==> src/rtl/data_mem_responder.sv <==
// Word-addressed data memory behind a valid/ready load/store port with a fixed
// number of wait states per access and RV32I byte/halfword/word access widths.
module data_mem_responder #(
    parameter int DEPTH_WORDS = 32,
    parameter int WAIT_CYCLES = 2
) (
    input  logic        clk,
    input  logic        rst,
    input  logic        req_valid,
    output logic        req_ready,
    input  logic        req_we,
    input  logic [2:0]  req_funct3,
    input  logic [31:0] req_addr,
    input  logic [31:0] req_wdata,
    output logic        rsp_valid,
    input  logic        rsp_ready,
    output logic [31:0] rsp_rdata,
    output logic        rsp_err,
    output logic [1:0]  dbg_state
);
    // Handshakes: a transfer happens on a rising edge where valid && ready are both
    // high; once raised, rsp_valid and its payload hold until that edge.
    localparam int          AW        = $clog2(DEPTH_WORDS);
    localparam logic [31:0] MEM_BYTES = 32'(4 * DEPTH_WORDS);
    localparam logic [3:0]  WAIT_INIT = 4'(WAIT_CYCLES);

    typedef enum logic [1:0] {
        S_IDLE = 2'd0,
        S_WAIT = 2'd1,
        S_RESP = 2'd2
    } state_t;

    state_t      r_state, w_state_next;
    logic [3:0]  r_cnt, w_cnt_next;
    logic        r_we;
    logic [2:0]  r_funct3;
    logic [31:0] r_addr, r_wdata;
    logic        r_rsp_valid, r_rsp_err;
    logic [31:0] r_rsp_rdata;
    logic [31:0] r_mem [DEPTH_WORDS];

    logic          w_accept, w_access, w_f3_ok, w_misalign, w_err;
    logic [AW-1:0] w_idx;
    logic [31:0]   w_word, w_shift, w_load, w_store_word;
    logic [15:0]   w_half;

    assign req_ready = (r_state == S_IDLE) && !rst;
    assign w_accept  = req_valid && req_ready;
    assign w_access  = (r_state == S_WAIT) && (r_cnt == 4'd0);
    assign rsp_valid = r_rsp_valid;
    assign rsp_rdata = r_rsp_rdata;
    assign rsp_err   = r_rsp_err;
    assign dbg_state = r_state;

    always_ff @(posedge clk or posedge rst) begin
        if (rst) begin
            r_state <= S_IDLE;
            r_cnt   <= 4'd0;
        end else begin
            r_state <= w_state_next;
            r_cnt   <= w_cnt_next;
        end
    end

    always_comb begin
        w_state_next = r_state;
        w_cnt_next   = r_cnt;
        case (r_state)
            S_IDLE: if (w_accept) begin
                w_state_next = S_WAIT;
                w_cnt_next   = WAIT_INIT;
            end
            S_WAIT: begin
                if (r_cnt != 4'd0) w_cnt_next = r_cnt - 4'd1;
                else               w_state_next = S_RESP;
            end
            S_RESP:  if (rsp_ready) w_state_next = S_IDLE;
            default: w_state_next = S_IDLE;
        endcase
    end

    // Out-of-range addresses still index a real word; the error flag blocks its use.
    assign w_idx  = r_addr[AW+1:2];
    assign w_word = r_mem[w_idx];

    always_comb begin
        w_f3_ok      = r_we ? (r_funct3 inside {3'b000, 3'b001, 3'b010})
                            : (r_funct3 inside {3'b000, 3'b001, 3'b010, 3'b100, 3'b101});
        w_misalign   = ((r_funct3[1:0] == 2'b01) && r_addr[0]) ||
                       ((r_funct3[1:0] == 2'b10) && (r_addr[1:0] != 2'b00));
        w_err        = !w_f3_ok || w_misalign || (r_addr >= MEM_BYTES);
        w_shift      = w_word >> {r_addr[1:0], 3'b000};
        w_half       = r_addr[1] ? w_word[31:16] : w_word[15:0];
        w_load       = 32'd0;
        w_store_word = w_word;
        case (r_funct3)
            3'b000:  w_load = {{24{w_shift[7]}}, w_shift[7:0]};
            3'b001:  w_load = {{16{w_half[15]}}, w_half};
            3'b010:  w_load = w_word;
            3'b100:  w_load = {24'd0, w_shift[7:0]};
            3'b101:  w_load = {16'd0, w_half};
            default: w_load = 32'd0;
        endcase
        case (r_funct3)
            3'b000:  w_store_word[{r_addr[1:0], 3'b000} +: 8] = r_wdata[7:0];
            3'b001:  w_store_word[{r_addr[1], 4'b0000} +: 16] = r_wdata[15:0];
            3'b010:  w_store_word = r_wdata;
            default: w_store_word = w_word;
        endcase
    end

    always_ff @(posedge clk or posedge rst) begin
        if (rst) begin
            r_we        <= 1'b0;
            r_funct3    <= 3'd0;
            r_addr      <= 32'd0;
            r_wdata     <= 32'd0;
            r_rsp_valid <= 1'b0;
            r_rsp_err   <= 1'b0;
            r_rsp_rdata <= 32'd0;
            for (int i = 0; i < DEPTH_WORDS; i++) r_mem[i] <= 32'd0;
        end else begin
            if (w_accept) begin
                r_we     <= req_we;
                r_funct3 <= req_funct3;
                r_addr   <= req_addr;
                r_wdata  <= req_wdata;
            end
            if (w_access) begin
                r_rsp_valid <= 1'b1;
                r_rsp_err   <= w_err;
                r_rsp_rdata <= (w_err || r_we) ? 32'd0 : w_load;
                if (r_we && !w_err) r_mem[w_idx] <= w_store_word;
            end else if ((r_state == S_RESP) && rsp_ready) begin
                r_rsp_valid <= 1'b0;
            end
        end
    end
endmodule

==> config.mk <==
export PLATFORM = sky130hd
export DESIGN_NAME = data_mem_responder
export DESIGN_NICKNAME = d
export VERILOG_FILES = /design/src/rtl/data_mem_responder.sv
export SDC_FILE = /design/constraint.sdc
export NUM_CORES = 2
export LEC_CHECK = 0
export BUFFER_PORTS_ARGS = -buffer_cell sky130_fd_sc_hd__clkbuf_2
export CORE_MARGIN = 3
export CORE_UTILIZATION = 55
export CTS_CLUSTER_SIZE = 20
export DETAILED_ROUTE_END_ITERATION = 7
export PLACE_DENSITY = 0.79
export SYNTH_ARGS = -nofsm -noshare
export SYNTH_HDL_FRONTEND = slang
export SYNTH_SLANG_ARGS = --single-unit
==> constraint.sdc <==
create_clock -name clk -period 41.7 [get_ports clk]
set_clock_uncertainty 0.05 [all_clocks]
set_input_delay 6.255 -clock clk [delete_from_list [all_inputs] [get_ports clk]]
set_output_delay 6.255 -clock clk [all_outputs]
set_load 0.01 [all_outputs]
Yosys cells after proc, flatten, opt, wreduce, memory -nomap -nowiden
Cells that the tools add are included.

Bits in registers: 1132. Latch bits: 0. Bits in writable memories: 0. ROM bits: 0. Input bits: 72. Output and inout bits: 37. Word-level logic and storage cells: 114. Memories kept: 0.

Add/subtract/negate cells: 3. Multiply operators: 0. Divide/modulo/power cells: 0. Order comparisons: 3. Equality and inequality tests: 12. Shift-type cells: 5. Mux-type cells: 22. Bitwise operators: 1. Reduce and logical (&&, ||, !) cells: 27.

Operators with widths (count): bitwise mux 1024 bit (1); binary-select mux 32 bit (select 5 bit) (1); demux 32 bit (select 5 bit) (1); case mux 32 bit (5 select lines) (1); two-way mux 32 bit (4); case mux 32 bit (3 select lines) (1); bitwise mux 32 bit (2); greater-or-equal comparator 32 x 8 -> 1 bit, second input constant (1); variable shift 16 x 7 -> 32 bit, first input constant (1); variable shift 8 x 7 -> 32 bit, first input constant (1); indexed part select 16 x 7 -> 32 bit (1); indexed part select 8 x 7 -> 32 bit (1); >> shifter 32 x 5 -> 8 bit (1); two-way mux 16 bit (1); negation 5 -> 7 bit (2); logical AND 1 bit (8); two-way mux 4 bit (2); case mux 4 bit (2 select lines) (1); == test 3 bit, second input constant (2); greater-or-equal comparator 6 bit, second input constant (1); < comparator 6 x 1 -> 1 bit, second input constant (1); two-way mux 2 bit (3); inequality test 2 bit, second input constant (3); NOT 5 -> 6 bit (1); other kinds (19) (31).

Longest topological paths before layout
Depth in word-level cells: 9. Depth in mapped cells: 14. Mapped depth without buffers: 9.

Least setup slack after synthesis
No wires, ideal clock.

Path kind: input -> output. Start point: input rst. End point: output req_ready. Data arrival time: 6.544 ns. Required time: 35.395 ns. Slack: 28.851 ns. Cell stages on the path: 1. Path buffers: 0. Cells stage by stage: nor3_1.

Longest elaborated chain between the ends: 2.

RTL lines: start: declaration (line 8) `input logic rst,`; logical NOT 1 bit (no source line); logical AND 1 bit (line 47) `assign req_ready = (r_state == S_IDLE) && !rst;`; end: declaration (line 10) `output logic req_ready,`.

Every way passes these cells.

Final worst setup path
Same ends and word-level chain as after synthesis.

==> summary.md <==
| Metric | Value |
|---|---|
| Status | complete, but fails checks |
| Failing checks | capacitance limit |
| Hold Startpoint | r_mem[162]$_DFFE_PP0P_ |
| Req. time, crit path | 35,390 ps |
| Boundary pin count | 109 |
| Cell Count, Final, Fillers Out | 6,172 |
| Die W | 309 um |
| Vias in the first global route | 39,359 |
| Fin crit share | 31.3% |
| Crit path from | rst |
| Flops & latches, synth | 1,132 |
| Core area | 0.0904 mm2 |
| Syn Inst Count | 5,026 |
| Clk root buf | clkbuf_16 |
| Max-slew violations | 0 |
| Leakage power | 24.6 nW |
| CP Launch Type | input port |
| Slew HR | 0.470% |
| Final Critical Period | 13,040 ps |
| CP Max Fanout | 2 |
| EDFF count, synth | 0 |
| Unrepaired setup endpoints after global routing | false |
| CP Capture Type | primary output |
| Die ar. | 0.0953 mm2 |
| Mapped cell area | 0.0504 mm2 |
| Achievable frequency | 0.0767 GHz |
| DR vias/cell | 6.52 |
| Final TNS setup | 0 ps |
| P per Cell Area | 54.4 mW/mm2 |
| Adder-Cell Fraction of Synth Area | 0.174% |
| Setup violators final | 0 |
| Syn nets | 5,105 |
| Synth area leaders | dfrtp_1 56%, mux2i_1 10%, o21ai_0 9.8% |
| Max_cap viols | 1 |
| Post-CTS Hold Buffers | 0 |
| VDD IR max | 0.0540 mV |
| Clock buffer count from CTS | 108 |
| Register area share after synthesis | 56.2% |
| Grt ovf | 0 |
| Top cells by count, synth | 1,132 x dfrtp_1, 1,127 x nand2_1, 988 x o21ai_0 |
| Reg-to-reg startpoint | r_addr[2]$_DFFE_PP0P_ |
| Synth Area in XOR/XNOR | 0% |
| Clock transition at path regs | 60 ps |
| Fin. Hold Viols | 0 |
| Drt total wl | 159 mm |
| Starting DRT DRC Count | 5,619 |
| Largest net degree at the start of global routing | 200 |
| NumNets Final | 4,991 |
| Dpl cells | 5,978 |
| Resized Gates After CTS | 0 |
| Synth top area share | 56.2% |
| CTS tree | yes |
| Mux share of post-synthesis cell area | 11.9% |
| First-pass DRT Iterations | 7 |
| Num rows | 110 |
| Postcts setup bufs | 0 |
| IO buf count | 108 |
| Routability cong. | 1.01 |
| Dominant synthesized flop cell | dfrtp_1 |
| Initial antenna violation count | 3 |
| First-pass GRT wire length | 240 mm |
| Fraction of registers with async set/reset | 100% |
| CP Class | in2out |
| Detailed-route via count | 40,253 |
| Antenna-violating nets left | 0 |
| CTS H-tree lvls | 3 |
| Critical Path AT | 6730 ps |
| Hold Path Class | reg2reg |
| Netlist cell types | 65 |
| Worst-Skew Late Latency | 720 ps |
| Most common cell in the netlist | dfrtp_1 |
| Clock buffer depth | 3 |
| Residual DRC count | 0 |
| Syn avg cell area | 10.0 um2 |
| Worst-margin pin slew | 1480 ps |
| Die H | 309 um |
| Post-synth top area cell | dfrtp_1 |
| Layout cells sized above 1 | 11.0% |
| Synth Warn # | 0 |
| CTS Sinks | 1,132 |
| Average wire per standard cell | 25.7 um |
| Reg2Reg Setup Slack | 34,760 ps |
| Layout Area Growth over Synthesis | 9.21% |
| Initial Util | 55.8% |
| Post-Synth Simple-Gate Area | 12.2% |
| Compound-Gate Fraction of Synth Area | 15.3% |
| Main combinational cell family by area after synthesis | compound AO/OA/AOI/OAI gates |
| HPWL Detailed | 91.4 mm |
| GR Util All Layers | 33.2% |
## layout by cell type, fill, tap and decap left out, types with 29 or more instances in the layout
master        n
nor4_1       52
clkbuf_16   110
o22ai_1     247
mux2_2       62
nand3_1      74
o21ai_1      59
nand3_2      34
nor2_1       67
a22oi_1      33
mux2i_1     504
buf_4       101
o21ai_0     987
clkinv_2     29
clkbuf_2    108
nand2_1    1127
dfrtp_1    1131
## layer usage
metal	track usage [%]	vias up	part of all wire, %
met1	44.1	19902	38
met4	19.3	4	6.6
met3	8.24	643	11
li1	-	17336	-
met5	0.346	-	0.038
met2	50.2	2368	44
## through the flow
stage | hold slack [ps] | instance area (um2) | setup slack [ps] | util, % | total power (W)
2_1_floorplan | 395 | 50400 | 3520 | - | 0.00174
3_3_place_gp | 407 | 51400 | 28580 | 56.8 | 0.00195
3_5_place_dp | 416 | 51400 | 28650 | 56.8 | 0.00196
4_1_cts | 431 | 55100 | 28650 | 60.9 | 0.00297
5_1_grt | 443 | 55100 | 28630 | 60.9 | 0.00307
6_report | 427 | 55100 | 28660 | 60.9 | 0.00299
## flip-flops by register name (all words and copies together), names as in the netlist
name and count:
r_wdata 32, r_mem 1024, r_funct3 3, rsp_rdata 32, r_cnt 4, r_we 1, r_addr 32, dbg_state 2
rsp_valid 1, rsp_err 1
## power by group
part / internal, W / switching [W] / leakage [nW]
sequential: 0.00113 / 0.0000731 / 15.7
clock: 0.000590 / 0.000433 / 1.85
combinational: 0.000226 / 0.000535 / 7.04
total: 0.00195 / 0.00104 / 24.6
## worst paths after layout
check,end,cells after the start
hold / removal,r_mem[162]$_DFFE_PP0P_,2
setup / recovery,req_ready,3
max in group asynchronous,r_mem[1002]$_DFFE_PP0P_,6
min in group asynchronous,rsp_rdata[28]$_DFFE_PP0P_,2
setup reg to reg,r_mem[885]$_DFFE_PP0P_,10
hold reg to reg,r_mem[162]$_DFFE_PP0P_,2
## kinds of logic (layout without fill, tap and decap cells)
kind of cell,count (synthesis),after routing
buf+inv,447,415
simple gates,1437,1437
flops,1132,1132
other cells,0,2
mux,578,578
fa+ha+maj,7,7
compound gates,1425,1425
## layout make-up
type                    count  area, um2
repair buffers            211       1340
flip-flops and latches   1132      28300
well taps                1176       1470
fillers                  7164      35400
multi-input cells        3447      20200
clock buffers             145       3100
diodes                      2       5.00
clock inverters            47        597
inverters                  12       52.6
## critical path, stage by stage
cell	delay, ps
clkbuf_2	130
nor3_1	180
clkbuf_2	170
No activity file was read; power rests on OpenSTA's default activity.
